===== config.mk =====
export PLATFORM = sky130hd
export DESIGN_NAME = logic_unit_pipe_flat
export DESIGN_NICKNAME = d
export VERILOG_FILES = /design/src/rtl/logic_unit_pkg.sv /design/src/rtl/logic_unit_pipe_if.sv /design/src/rtl/logic_unit_core.sv /design/src/rtl/logic_unit_pipe.sv /design/src/flat_wrapper.sv
export SDC_FILE = /design/constraint.sdc
export NUM_CORES = 1
export LEC_CHECK = 0
export CAP_MARGIN = 5
export CORE_MARGIN = 3
export CORE_UTILIZATION = 43
export CTS_CLUSTER_DIAMETER = 100
export DETAILED_ROUTE_END_ITERATION = 8
export GPL_TIMING_DRIVEN = 0
export PLACE_DENSITY = 0.73
export SLEW_MARGIN = 20
export SYNTH_ARGS = -nofsm -noshare
export SYNTH_HDL_FRONTEND = slang
export SYNTH_SLANG_ARGS = --single-unit
export TNS_END_PERCENT = 10

===== constraint.sdc =====
create_clock -name clk -period 7.2 [get_ports clk]
set_clock_uncertainty 0.1 [all_clocks]
set_input_delay 0.72 -clock clk [delete_from_list [all_inputs] [get_ports clk]]
set_output_delay 0.72 -clock clk [all_outputs]
set_load 0.02 [all_outputs]

===== src/rtl/logic_unit_pkg.sv =====
// rtl/logic_unit_pkg.sv - shared opcode enum, opcode count and legality check for the logic unit
package logic_unit_pkg;

  localparam int LU_OP_NUM = 8;

  typedef enum logic [2:0] {
    LU_AND    = 3'd0,
    LU_NAND   = 3'd1,
    LU_OR     = 3'd2,
    LU_NOR    = 3'd3,
    LU_XOR    = 3'd4,
    LU_XNOR   = 3'd5,
    LU_NOT    = 3'd6,
    LU_PASS_B = 3'd7
  } lu_op_e;

  // Callers zero-extend their opcode to 32 bits so any OP_W can share this check.
  function automatic logic lu_is_legal(input logic [31:0] op);
    return op < 32'(LU_OP_NUM);
  endfunction

endpackage


===== src/rtl/logic_unit_pipe_if.sv =====
// rtl/logic_unit_pipe_if.sv - operand/result handshake bundle; LOGIC_UNIT_PIPE_POPCNT_EN adds out_popcnt
interface logic_unit_pipe_if #(
  parameter int WIDTH = 8,
  parameter int OP_W  = 4
);
  logic             in_valid;
  logic             in_ready;
  logic [WIDTH-1:0] in_a;
  logic [WIDTH-1:0] in_b;
  logic [OP_W-1:0]  in_op;
  logic             out_valid;
  logic             out_ready;
  logic [WIDTH-1:0] out_y;
  logic             out_zero;
  logic             out_ones;
  logic             out_parity;
  logic             out_err;
`ifdef LOGIC_UNIT_PIPE_POPCNT_EN
  logic [$clog2(WIDTH+1)-1:0] out_popcnt;
`endif

  // Upstream/downstream side (drives operands, accepts results)
  modport master (
    output in_valid, in_a, in_b, in_op, out_ready,
`ifdef LOGIC_UNIT_PIPE_POPCNT_EN
    input  out_popcnt,
`endif
    input  in_ready, out_valid, out_y, out_zero, out_ones, out_parity, out_err
  );

  // Pipeline side
  modport slave (
    input  in_valid, in_a, in_b, in_op, out_ready,
`ifdef LOGIC_UNIT_PIPE_POPCNT_EN
    output out_popcnt,
`endif
    output in_ready, out_valid, out_y, out_zero, out_ones, out_parity, out_err
  );

endinterface


===== src/rtl/logic_unit_core.sv =====
// rtl/logic_unit_core.sv - combinational bitwise function block: (a, b, op) -> (y, err)
module logic_unit_core
  import logic_unit_pkg::*;
#(
  parameter int WIDTH = 8,
  parameter int OP_W  = 4
) (
  input  logic [WIDTH-1:0] i_a,
  input  logic [WIDTH-1:0] i_b,
  input  logic [OP_W-1:0]  i_op,
  output logic [WIDTH-1:0] o_y,
  output logic             o_err
);

  lu_op_e w_op;
  logic   w_legal;

  assign w_op    = lu_op_e'(i_op[2:0]);
  assign w_legal = lu_is_legal(32'(i_op));

  // Select the bitwise function; illegal codes force y to zero and raise err
  always_comb begin
    o_y   = '0;
    o_err = 1'b0;
    if (!w_legal) begin
      o_err = 1'b1;
    end else begin
      case (w_op)
        LU_AND:    o_y = i_a & i_b;
        LU_NAND:   o_y = ~(i_a & i_b);
        LU_OR:     o_y = i_a | i_b;
        LU_NOR:    o_y = ~(i_a | i_b);
        LU_XOR:    o_y = i_a ^ i_b;
        LU_XNOR:   o_y = ~(i_a ^ i_b);
        LU_NOT:    o_y = ~i_a;
        LU_PASS_B: o_y = i_b;
        default:   o_y = '0;
      endcase
    end
  end

endmodule


===== src/rtl/logic_unit_pipe.sv =====
// rtl/logic_unit_pipe.sv - two-stage valid/ready logic unit with result flags; LOGIC_UNIT_PIPE_POPCNT_EN adds popcount
module logic_unit_pipe
  import logic_unit_pkg::*;
#(
  parameter int WIDTH = 8,
  parameter int OP_W  = 4
) (
  input logic              clk,
  input logic              rst,
  logic_unit_pipe_if.slave bus
);

  logic             r_s1_valid;
  logic [WIDTH-1:0] r_a;
  logic [WIDTH-1:0] r_b;
  logic [OP_W-1:0]  r_op;

  logic             r_s2_valid;
  logic [WIDTH-1:0] r_y;
  logic             r_zero;
  logic             r_ones;
  logic             r_parity;
  logic             r_err;

  logic             w_s1_adv;
  logic             w_s2_adv;
  logic [WIDTH-1:0] w_y;
  logic             w_err;

  // A stage may advance when it is empty or the stage after it is advancing;
  // in_ready never looks at in_valid.
  assign w_s2_adv     = !r_s2_valid || bus.out_ready;
  assign w_s1_adv     = !r_s1_valid || w_s2_adv;
  assign bus.in_ready = w_s1_adv;

  // S1: capture the operand beat on a handshake
  always_ff @(posedge clk) begin
    if (rst) begin
      r_s1_valid <= 1'b0;
      r_a        <= '0;
      r_b        <= '0;
      r_op       <= '0;
    end else if (w_s1_adv) begin
      r_s1_valid <= bus.in_valid;
      if (bus.in_valid) begin
        r_a  <= bus.in_a;
        r_b  <= bus.in_b;
        r_op <= bus.in_op;
      end
    end
  end

  logic_unit_core #(
    .WIDTH(WIDTH),
    .OP_W (OP_W)
  ) u_core (
    .i_a  (r_a),
    .i_b  (r_b),
    .i_op (r_op),
    .o_y  (w_y),
    .o_err(w_err)
  );

  // S2: register result and flags derived from the final y; payload holds unless a new beat arrives
  always_ff @(posedge clk) begin
    if (rst) begin
      r_s2_valid <= 1'b0;
      r_y        <= '0;
      r_zero     <= 1'b0;
      r_ones     <= 1'b0;
      r_parity   <= 1'b0;
      r_err      <= 1'b0;
    end else if (w_s2_adv) begin
      r_s2_valid <= r_s1_valid;
      if (r_s1_valid) begin
        r_y      <= w_y;
        r_zero   <= (w_y == '0);
        r_ones   <= &w_y;
        r_parity <= ^w_y;
        r_err    <= w_err;
      end
    end
  end

`ifdef LOGIC_UNIT_PIPE_POPCNT_EN
  localparam int PC_W = $clog2(WIDTH + 1);

  logic [PC_W-1:0] w_popcnt;
  logic [PC_W-1:0] r_popcnt;

  // Count the ones in the S2-bound result
  always_comb begin
    w_popcnt = '0;
    for (int i = 0; i < WIDTH; i++) begin
      w_popcnt = w_popcnt + PC_W'(w_y[i]);
    end
  end

  // Popcount register, loaded together with the other S2 flags
  always_ff @(posedge clk) begin
    if (rst) begin
      r_popcnt <= '0;
    end else if (w_s2_adv && r_s1_valid) begin
      r_popcnt <= w_popcnt;
    end
  end

  assign bus.out_popcnt = r_popcnt;
`endif

  assign bus.out_valid  = r_s2_valid;
  assign bus.out_y      = r_y;
  assign bus.out_zero   = r_zero;
  assign bus.out_ones   = r_ones;
  assign bus.out_parity = r_parity;
  assign bus.out_err    = r_err;

endmodule


===== src/flat_wrapper.sv =====
// flat-port wrapper written by rule: the top's interface ports become plain ports
module logic_unit_pipe_flat import logic_unit_pkg::*;
#(
  parameter int WIDTH = 8,
  parameter int OP_W  = 4
)
  (clk, rst, bus_in_valid, bus_in_a, bus_in_b, bus_in_op, bus_out_ready, bus_in_ready, bus_out_valid, bus_out_y, bus_out_zero, bus_out_ones, bus_out_parity, bus_out_err);
  logic_unit_pipe_if #(.WIDTH(WIDTH), .OP_W(OP_W)) bus_i ();
  input logic clk;
  input logic rst;
  input wire logic [$bits(bus_i.in_valid)-1:0] bus_in_valid;
  input wire logic [$bits(bus_i.in_a)-1:0] bus_in_a;
  input wire logic [$bits(bus_i.in_b)-1:0] bus_in_b;
  input wire logic [$bits(bus_i.in_op)-1:0] bus_in_op;
  input wire logic [$bits(bus_i.out_ready)-1:0] bus_out_ready;
  output wire logic [$bits(bus_i.in_ready)-1:0] bus_in_ready;
  output wire logic [$bits(bus_i.out_valid)-1:0] bus_out_valid;
  output wire logic [$bits(bus_i.out_y)-1:0] bus_out_y;
  output wire logic [$bits(bus_i.out_zero)-1:0] bus_out_zero;
  output wire logic [$bits(bus_i.out_ones)-1:0] bus_out_ones;
  output wire logic [$bits(bus_i.out_parity)-1:0] bus_out_parity;
  output wire logic [$bits(bus_i.out_err)-1:0] bus_out_err;
  assign bus_i.in_valid = bus_in_valid;
  assign bus_i.in_a = bus_in_a;
  assign bus_i.in_b = bus_in_b;
  assign bus_i.in_op = bus_in_op;
  assign bus_i.out_ready = bus_out_ready;
  assign bus_in_ready = bus_i.in_ready;
  assign bus_out_valid = bus_i.out_valid;
  assign bus_out_y = bus_i.out_y;
  assign bus_out_zero = bus_i.out_zero;
  assign bus_out_ones = bus_i.out_ones;
  assign bus_out_parity = bus_i.out_parity;
  assign bus_out_err = bus_i.out_err;
  logic_unit_pipe #(.WIDTH(WIDTH), .OP_W(OP_W)) u_core (.clk(clk), .rst(rst), .bus(bus_i));
endmodule

==> results.py <==
metrics = {
    "synth": {
        "synth_edf_count": 0,
        "yosysWarnings": 0,
        "yosys.area_share.xor_xnor_pct": 1.141,
        "synthSimpleGateAreaFrac_pct": 24.82,
        "syn_avg_cell_area_um2": 7.889,
        "postSynthCellCount": 292,
        "synth_top_family_by_area": "simple AND/OR/NAND/NOR gates",
        "yosysUniqueCellTypes": 44,
        "yosys.area_share.adder_pct": 13.04,
        "synthMuxAreaShare_pct": 4.128,
        "ys_ff_latch": 34,
        "syn-cell-area_um2": 2303,
        "synth_compound_area_share_pct": 19.88,
        "yosysSeqAreaShare_pct": 29.55,
        "synthArstFlopShare_pct": 0,
        "synth_flop_cell": "dfxtp_1",
        "synth_nets": 340,
    },
    "die": {
        "die_height_um": 79.19,
        "std_cell_rows": 26,
        "fp.dieW_um": 79.19,
        "initial_core_util_pct": 44.81,
        "die-area_um2": 6271,
        "io_pins": 38,
        "coreArea_um2": 5140,
    },
    "pwr": {
        "vdd_ir_drop_max_v": 0.0001183,
        "p_leak_nw": 1.139,
        "p_per_area_nw_per_um2": 170.3,
    },
    "cts": {
        "cts_buffer_depth": 2,
        "cts_setup_buffers": 0,
        "cts_made_buffers": 5,
        "cts-root-buf": "clkbuf_8",
        "cts_tree": "built",
        "cts_resized": 0,
        "clkTransAtPathRegs_ns": 0.06,
        "hold_buffers": 0,
        "numClockSinks": 34,
        "htree_levels": 2,
        "clk_latency_ns": 0.29,
    },
    "grt": {
        "grt_usage_pct": 18.19,
        "grt_pass1_vias": 1925,
        "grt_max_degree": 11,
        "antenna_found_initial": 0,
        "grt_pass1_wl_um": 8935,
        "overflow": 0,
    },
    "finish": {
        "fillers": 552,
        "nets": 384,
        "fin_area_um2": 2853,
        "area_growth_pct": 23.85,
        "layout-drive-gt1-share_pct": 7.418,
        "antenna_cells": 0,
    },
    "sta": {
        "fin_tns_setup_ns": 0,
        "period_needed_ns": 2.813,
        "fin_crit_sh_pct": 39.08,
        "hold_viol_final": 0,
        "tightest_slew_ns": 0.5792,
        "finalMaxSlewViolations": 0,
        "rsz0062_at_grt": "no",
        "max_freq_ghz": 0.3554,
        "slew_headroom_pct": 61.39,
        "setup_viol": 0,
    },
    "worst_setup_path": {
        "cp.arrival_ns": 1.99,
        "cp.required_ns": 6.38,
        "cp_max_fo": 3,
        "reg2reg_depth": 10,
        "worst-setup-path-type": "in2out",
        "endpoint_kind": "output pin",
        "startpoint_type": "primary input",
    },
    "routing": {
        "totalWireLength_um": 5407,
        "drt_iter0_markers": 85,
        "drt-vias-per-instance": 5.182,
        "dr_wl_met3_um": 244,
        "wire_per_inst_um": 13.29,
        "drcViolationCount": 0,
        "postRouteAntennaNets": 0,
        "routed.top_layer": "met4",
        "wl_met1_um": 2573,
        "route.vias.total": 2109,
        "met2_wirelength_um": 2487,
        "drt-pass1-iter-count": 4,
    },
    "worst_hold_path": {
        "min_path_cells": 2,
        "hold_class": "reg2reg",
    },
    "placed_design": {
        "placed_cell_area_um2": 2761,
        "dp_hpwl_um": 4255,
        "port_buffers": 37,
        "gp_congestion": 0.8693,
    },
    "outcome": {
        "outcome": "finished clean",
    },
    "run": {
        "maxCapViolCount": 0,
    },
}
[layout by cell type, fill, tap and decap left out, types with 3 or more instances in the layout]
master / Yosys / layout
a211oi_1: 5 / 5
a21oi_1: 31 / 31
and2_1: 3 / 3
buf_4: 3 / 3
buf_6: 3 / 3
clkbuf_1: 9 / 10
clkbuf_8: 0 / 6
clkdlybuf4s50_1: 0 / 37
dfxtp_1: 34 / 34
ha_1: 24 / 24
inv_1: 19 / 19
mux2_2: 4 / 4
mux2i_1: 5 / 5
nand2_1: 57 / 57
nand2b_1: 3 / 3
nor2_1: 14 / 14
nor2b_1: 16 / 16
nor3_1: 7 / 7
o21ai_0: 5 / 5
o31ai_1: 6 / 6
or3_1: 5 / 5
xnor2_1: 3 / 3
[report_power, final]
group	switching (W)	leakage [nW]	internal [W]
logic	0.0000677	0.812	0.0000650
registers	0.00000909	0.279	0.000198
clock network	0.0000684	0.0482	0.0000771
total	0.000145	1.14	0.000341
[logic make-up after synthesis]
| logic type | after synthesis |
|---|---|
| muxes | 9 |
| AOI/OAI and AO/OA | 68 |
| adders and majority gates | 24 |
| and+or+nand+nor | 118 |
| DFF | 34 |
| xor gates and xnor gates | 3 |
| buffers and inverters | 36 |
[worst paths after layout]
kind	from	to	slack (ns)
worst max-delay path	bus_out_ready	bus_in_ready	4.39
worst min register to register	u_core.bus.out_y[3]	u_core.bus.out_y[3]	0.35
worst max register to register	u_core.r_b[5]	u_core.bus.out_parity	4.53
worst min-delay path	u_core.bus.out_y[3]	u_core.bus.out_y[3]	0.35
[layer usage]
metal | vias to the layer above | GRT usage, %
li1 | 1094 | -
met1 | 950 | 22.96
met2 | 56 | 29.80
met3 | 9 | 3.628
met4 | 0 | 8.247
met5 | - | 0
[cell usage after synthesis (all sizes together), types with 3 or more instances]
cell type  number  area, µm²
dfxtp          34      680.7
o31ai           6      45.04
and2            3      18.77
buf             8      66.31
a211oi          5      37.54
or3             6      42.54
nor2b          16      100.1
inv            19      71.32
o21ai           7      35.03
nor2           14      52.55
ha             24      300.3
nand2          57      214.0
xnor2           3      26.28
nor3            7      35.03
or2             5      31.28
a21oi          31      155.2
clkbuf          9      33.78
mux2            4      45.04
nand2b          3      18.77
mux2i           5      50.05
[registers in the layout, indices dropped and copies added (netlist names)]
signal and flops:
u_core.bus.out_valid 1, u_core.bus.out_y 8, u_core.r_b 8, u_core.bus.out_ones 1
u_core.bus.out_zero 1, u_core.bus.out_parity 1, u_core.r_op 4, u_core.r_a 8
u_core.bus.out_err 1, u_core.r_s1_valid 1
[worst max-delay path: stages]
cell             delay, ns
clkdlybuf4s50_1       0.49
nand3b_1              0.16
clkdlybuf4s50_1       0.62
[stage by stage]
stage / cells / utilization, % / setup WS, ns / power [W] / hold WS, ns
finish: 407 / 55.50 / 4.387 / 0.0004858 / 0.3529
CTS: 407 / 55.50 / 4.371 / 0.0004905 / 0.3562
global placement: 399 / 53.72 / 4.378 / 0.0003400 / 0.3392
global route: 407 / 55.50 / 4.345 / 0.0005151 / 0.3838
detailed placement: 399 / 53.72 / 4.385 / 0.0003449 / 0.3466
floorplan: 292 / - / 4.742 / 0.0003018 / 0.3530
[final cells by class]
cell class	count	area [µm²]	share of cell area, %
tap	70	87.58	3.070
inverter	19	71.32	2.500
clock buffer	7	86.33	3.026
timing repair buffer	37	370.4	12.98
sequential	34	680.7	23.86
clock inverter	1	5.005	0.1754
buffer	17	100.1	3.509
multi-input combinational	222	1451	50.88
Note: power is estimated with default switching activity, not from simulation.
